## config.mk

```make
export PLATFORM = sky130hd
export DESIGN_NAME = vector_point_reader
export DESIGN_NICKNAME = d
export VERILOG_FILES = /design/src/rtl/vector_point_reader.sv
export SDC_FILE = /design/constraint.sdc
export NUM_CORES = 1
export LEC_CHECK = 0
export ABC_AREA = 1
export BUFFER_PORTS_ARGS = -buffer_cell sky130_fd_sc_hd__buf_2
export CAP_MARGIN = 10
export CORE_MARGIN = 5
export CORE_UTILIZATION = 40
export CTS_BUF_LIST = sky130_fd_sc_hd__clkbuf_16
export CTS_CLUSTER_DIAMETER = 150
export DETAILED_ROUTE_END_ITERATION = 16
export PLACE_DENSITY_LB_ADDON = 0.12
export REMOVE_ABC_BUFFERS = 1
export SYNTH_ARGS = -nofsm -noshare
export SYNTH_HDL_FRONTEND = slang
export SYNTH_SLANG_ARGS = --single-unit
```

## constraint.sdc

```tcl
create_clock -name clk -period 2 [get_ports clk]
set_input_delay 0.1 -clock clk [delete_from_list [all_inputs] [get_ports clk]]
set_output_delay 0.1 -clock clk [all_outputs]
set_load 0.1 [all_outputs]
```

## src/rtl/vector_point_reader.sv

```systemverilog
// vector_point_reader: walks the point RAM on go and drives the X/Y DACs, ending each frame with a halt pulse.
// Ports: clk, rst (async, active-low), go; addr/data_in RAM read port (one-cycle latency);
// halt/busy frame handshake; x_ch/y_ch DAC coordinates; blank beam-off.
// Build option VECTOR_SLEW_EN: draw points step one unit per cycle per axis; undefined, they jump.
module vector_point_reader #(
  parameter int ADDRESSWIDTH = 16,
  parameter int DATAWIDTH = 18,
  parameter int OUT_WIDTH = 8,
  parameter int DEPTH = 1000,
  parameter int DWELL_CYCLES = 4,
  parameter int CEASE_CYCLES = 16
) (
  input  logic clk,
  input  logic rst,
  input  logic go,
  output logic [ADDRESSWIDTH-1:0] addr,
  input  logic [DATAWIDTH-1:0] data_in,
  output logic halt,
  output logic busy,
  output logic [OUT_WIDTH-1:0] x_ch,
  output logic [OUT_WIDTH-1:0] y_ch,
  output logic blank
);
  localparam int CW = $clog2((DWELL_CYCLES > CEASE_CYCLES ? DWELL_CYCLES : CEASE_CYCLES) + 1);
  typedef enum logic [2:0] {
    IDLE,
    FETCH,
    LOAD,
`ifdef VECTOR_SLEW_EN
    SLEW,
`endif
    DWELL,
    CEASE,
    DONE
  } state_t;
  state_t state, next_state;
  logic [CW-1:0] cnt, cnt_nx;
  logic [ADDRESSWIDTH-1:0] addr_nx;
  logic [OUT_WIDTH-1:0] x_nx, y_nx, w_x, w_y;
  logic w_eof, w_move, at_last, last_pt, last_pt_nx, blank_nx, show;
  assign w_eof = data_in[DATAWIDTH-1];
  assign w_move = data_in[DATAWIDTH-2];
  assign w_x = data_in[2*OUT_WIDTH-1:OUT_WIDTH];
  assign w_y = data_in[OUT_WIDTH-1:0];
  assign at_last = addr == ADDRESSWIDTH'(DEPTH - 1);
`ifdef VECTOR_SLEW_EN
  logic [OUT_WIDTH-1:0] tx, ty, x_step, y_step;
  // magnitude compare so the step never wraps around the coordinate range
  assign x_step = x_ch < tx ? x_ch + 1'b1 : x_ch > tx ? x_ch - 1'b1 : x_ch;
  assign y_step = y_ch < ty ? y_ch + 1'b1 : y_ch > ty ? y_ch - 1'b1 : y_ch;
  assign show = state == LOAD && !w_eof && w_move;
`else
  assign show = state == LOAD && !w_eof;
`endif
  always_ff @(posedge clk or negedge rst) begin
    if (!rst) state <= IDLE;
    else state <= next_state;
  end
  always_comb begin
    next_state = state;
    case (state)
      IDLE:  next_state = go ? FETCH : IDLE;
      FETCH: next_state = LOAD;
`ifdef VECTOR_SLEW_EN
      LOAD:  next_state = w_eof ? CEASE : w_move ? DWELL : SLEW;
      // compare the stepped position so the arrival cycle itself is the last slew cycle
      SLEW:  next_state = (x_step == tx && y_step == ty) ? DWELL : SLEW;
`else
      LOAD:  next_state = w_eof ? CEASE : DWELL;
`endif
      // last_pt forces end-of-frame after the final RAM word instead of wrapping
      DWELL: next_state = cnt == CW'(DWELL_CYCLES - 1) ? (last_pt ? CEASE : FETCH) : DWELL;
      CEASE: next_state = cnt == CW'(CEASE_CYCLES - 1) ? DONE : CEASE;
      DONE:  next_state = IDLE;
      default: next_state = IDLE;
    endcase
  end
  always_comb begin
    addr_nx = next_state == IDLE ? '0 : (state == LOAD && !w_eof && !at_last) ? addr + 1'b1 : addr;
    last_pt_nx = state == LOAD ? at_last : last_pt;
    cnt_nx = (next_state == state && (state == DWELL || state == CEASE)) ? cnt + 1'b1 : '0;
    blank_nx = (next_state == IDLE || next_state == CEASE || next_state == DONE) ? 1'b1 : state == LOAD ? w_move : blank;
`ifdef VECTOR_SLEW_EN
    x_nx = show ? w_x : state == SLEW ? x_step : x_ch;
    y_nx = show ? w_y : state == SLEW ? y_step : y_ch;
`else
    x_nx = show ? w_x : x_ch;
    y_nx = show ? w_y : y_ch;
`endif
  end
  always_ff @(posedge clk or negedge rst) begin
    if (!rst) begin
      addr <= '0;
      x_ch <= '0;
      y_ch <= '0;
      blank <= 1'b1;
      halt <= 1'b0;
      busy <= 1'b0;
      cnt <= '0;
      last_pt <= 1'b0;
`ifdef VECTOR_SLEW_EN
      tx <= '0;
      ty <= '0;
`endif
    end else begin
      addr <= addr_nx;
      x_ch <= x_nx;
      y_ch <= y_nx;
      blank <= blank_nx;
      halt <= next_state == DONE;
      busy <= next_state != IDLE;
      cnt <= cnt_nx;
      last_pt <= last_pt_nx;
`ifdef VECTOR_SLEW_EN
      if (state == LOAD) begin
        tx <= w_x;
        ty <= w_y;
      end
`endif
    end
  end
endmodule

```

==> run_results.csv <==
group,metric,value,unit
timing,fin_setup_tns,0,ps
place,dp_hpwl,3910,microns
grt,grt_pass1_vias,2008,
routing,viasPerCell,4.606,
timing,clock_skew,6.113,ps
routing,wl_per_cell,12.02,microns
power_and_ir_drop,leakage,1.510,nW
setup_path,cp.required,2170,ps
grt,grt_first_pass_wirelength,9197,microns
hold_path,hold_depth,3,
routing,drt_iter0_drc,84,
setup_path,cp_slowest_cell,"dfrtp_1",
setup_path,critical-path-top-delay-family,"simple AND/OR/NAND/NOR gates",
layout,final_nets,390,
floorplanning,dieArea,7500,sq um
place,dp_slack,132.5,ps
setup_path,crit_end,"addr[0]",
synth,synth-compound-area-share,4.424,%
floorplanning,die_h,86.61,microns
clock_tree,clk-insertion-delay-late,290,ps
layout,drive_gt1_share,27.25,%
clock_tree,clkSinkCount,44,
setup_path,cp-startpoint,"cnt[0]",
clock_tree,cts.clk_slew.worst_paths,60,ps
routing,dr.pass1.iters,6,
power_and_ir_drop,peakVddDrop,1.136,mV
setup_path,crit_chain,"ha_2 > nand2_1 > nor2_1 > ha_1 > nand2_1 > nand2_1 > nand2_1 > nand2_4 > nor2_4 > nand2_2 > nor2_4 > buf_12 > nor3_2",
clock_tree,clockRootBuffer,"clkbuf_16",
routing,drtAntennaViolNets,0,
place,dpl_cell_area,2718,sq um
power_and_ir_drop,internal-power,0.002159,W
layout,area_growth,25.64,%
synth,synth_area_per_cell,7.850,sq um
synth,synth.area.mux_share,0.4264,%
clock_tree,cts_htree_levels,2,
synth,synthesis.area,2347,sq um
clock_tree,clk_path_buf_depth,2,
floorplanning,start_util,40.36,%
synth,yosysWarningCount,0,
timing,grt_setup_unrepaired,"no",
setup_path,endpoint_kind,"register",
power_and_ir_drop,pwr-share-seq,27.1,%
synth,ys_ff_latch,44,
clock_tree,cts_tree,"yes",
timing,period_needed,1833,ps
power_and_ir_drop,cellPowerDensity,1558,nW/um^2
power_and_ir_drop,clock_power_share,20.7,%
power_and_ir_drop,switching_share,53.03,%
setup_path,max_stage_delay,400,ps
synth,yosys.area_share.adder,1.599,%
setup_path,cp.buffers_inverters,1,
synth,async_flop_share,100.0,%
clock_tree,post_cts_buffers,0,
setup_path,critical_path.max_fanout,11,
routing,drc,0,
synth,synth.most_common_cell,"nand2_1",
synth,synthSimpleGateAreaFrac,38.70,%
timing,fmax,0.5455,GHz
layout,seq_area,1102,sq um
layout,stdcell_area,2949,sq um
timing,slew_headroom,66.99,%
timing,finalWorstSetupSlack,166.7,ps
setup_path,rr_worst_depth,13,
floorplanning,rows,28,
setup_path,rrSetupSlack,170,ps
synth,netlist_instances,299,
routing,drt-total-wl,5314,microns
routing,via_count,2036,
floorplanning,io_pins,56,
timing,period_share,91.67,%
synth,synth_edf_count,0,
timing,setup_violations,0,
grt,grt_usage,15.28,%
grt,overflow,0,
setup_path,crit_arrival,2010,ps
timing,slew_viol_final,0,
hold_path,min_path_type,"in -> reg",
clock_tree,cts_buffers,5,
layout,multi_input_area,1105,sq um
power_and_ir_drop,switchingPower,0.002437,W
grt,grt_max_degree,22,
layout,n_fill_cell,594,
floorplanning,die_w,86.61,microns
synth,synth-main-ff-cell,"dfrtp_1",
synth,synth_commonest_cells,"117 x nand2_1, 43 x dfrtp_1, 34 x nor2_1",
timing,hold_viol,0,
grt,grt_antenna_before_repair,0,
setup_path,path_class,"reg -> reg",
synth,ys_seq_area_share,46.96,%
layout,antennaDiodeCount,0,
synth,synth_top_area_share,45.84,%
place,port_buffers,55,
synth,synth_xor_area_share,1.493,%
timing,worst_pin_slew,498.6,ps
power_and_ir_drop,p_total,0.004596,W
synth,synth_top_family_by_area,"simple AND/OR/NAND/NOR gates",
setup_path,r2r_start,"cnt[0]",
synth,synth_top_cell_by_area,"dfrtp_1",
layout,post-route-util,50.71,%
setup_path,crit_path_frequent_cell,"nand2_1",
place,gp_congestion,0.7898,
setup_path,crit_path_start_kind,"register",
floorplanning,core,5816,sq um
run,cap_violations,0,
setup_path,reg2reg_to,"addr[0]",
synth,ys_top_cells_by_area,"dfrtp_1 46%, nand2_1 19%, nor2_1 5.4%",
power_and_ir_drop,power.share.combinational,52.2,%
synth,yosys.cell_types.count,31,
setup_path,crit_cells,13,
outcome,status,"complete, no violations",
worst reg2reg max path, delay by kind of cell (launching register included):
family | cells | cell delay, ps
adder cells (fa/ha/maj) | 2 | 380
AND/OR/NAND/NOR | 10 | 790
flip-flops | 1 | 400
buffers and inverters | 1 | 160
worst min path at each step:
stage	start	to
floorplan	rst	addr[0]
global placement	rst	state[0]
detailed placement	rst	state[0]
CTS	data_in[12]	x_ch[4]
global route	data_in[12]	x_ch[4]
finish	data_in[13]	x_ch[5]
per-layer routing:
layer	vias to the layer above	routed length (microns)	track usage [%]
met1	921	2594	20.36
met3	7	339	3.897
li1	1060	-	-
met2	48	2308	24.20
met5	-	0	0
met4	0	71	5.099
cells in the final DEF (no fill, tap or decap), types with 3 or more instances in the layout:
master	Yosys	final
xor2_1	4	4
buf_4	0	5
o21ai_0	4	4
dfrtp_1	43	43
dlygate4sd3_1	0	5
clkbuf_16	0	5
nor2_2	12	12
nor2_1	34	34
inv_1	21	21
nand4_1	3	3
nor2_4	4	4
nand3_1	23	23
buf_2	0	55
nand2_1	117	117
o21bai_1	5	5
inv_2	3	3
sequential cells by signal (all words and copies together), names as in the netlist:
| signal | flops |
|---|---|
| busy | 1 |
| blank | 1 |
| last_pt | 1 |
| state | 3 |
| y_ch | 8 |
| halt | 1 |
| cnt | 5 |
| x_ch | 8 |
| addr | 16 |
stage by stage:
| step | instances | hold slack, ps |
|---|---|---|
| after detailed placement | 429 | -7.587 |
| after CTS | 442 | 0.02276 |
| after global placement | 429 | -5.984 |
| after global routing | 442 | 4.258 |
| after floorplan | 293 | -195.6 |
| final | 442 | 1.461 |
cell families (layout without fill, tap and decap cells):
kind of cell,Yosys count,in the layout
flops,44,44
compound gates,14,14
buf+inv,31,99
xor+xnor,4,4
fa+ha+maj,3,3
mux,1,1
simple gates,202,202
final cells by class:
| type | instances | area share, % |
|---|---|---|
| Multi-Input combinational cell | 224 | 37.46 |
| Tap cell | 75 | 3.182 |
| Timing Repair Buffer | 66 | 12.98 |
| Clock buffer | 5 | 4.243 |
| Clock inverter | 3 | 1.570 |
| Inverter | 25 | 3.182 |
| Sequential cell | 44 | 37.38 |
power by group through the flow:
stage / clock network, W / logic [W] / registers (W)
floorplan: 0 / 0.000624 / 0.00251
global placement: 0 / 0.00237 / 0.00126
detailed placement: 0 / 0.00240 / 0.00125
CTS: 0.000973 / 0.00240 / 0.00125
global route: 0.00102 / 0.00254 / 0.00128
finish: 0.000952 / 0.00240 / 0.00125
what timing repair did:
action | in CTS | in global routing
endpoints found under the setup margin | 0 | 5
gates resized for setup | 0 | 2
hold endpoints to repair | 12 | 0
hold buffers | 5 | 0
(Power assumes the default switching activity.)
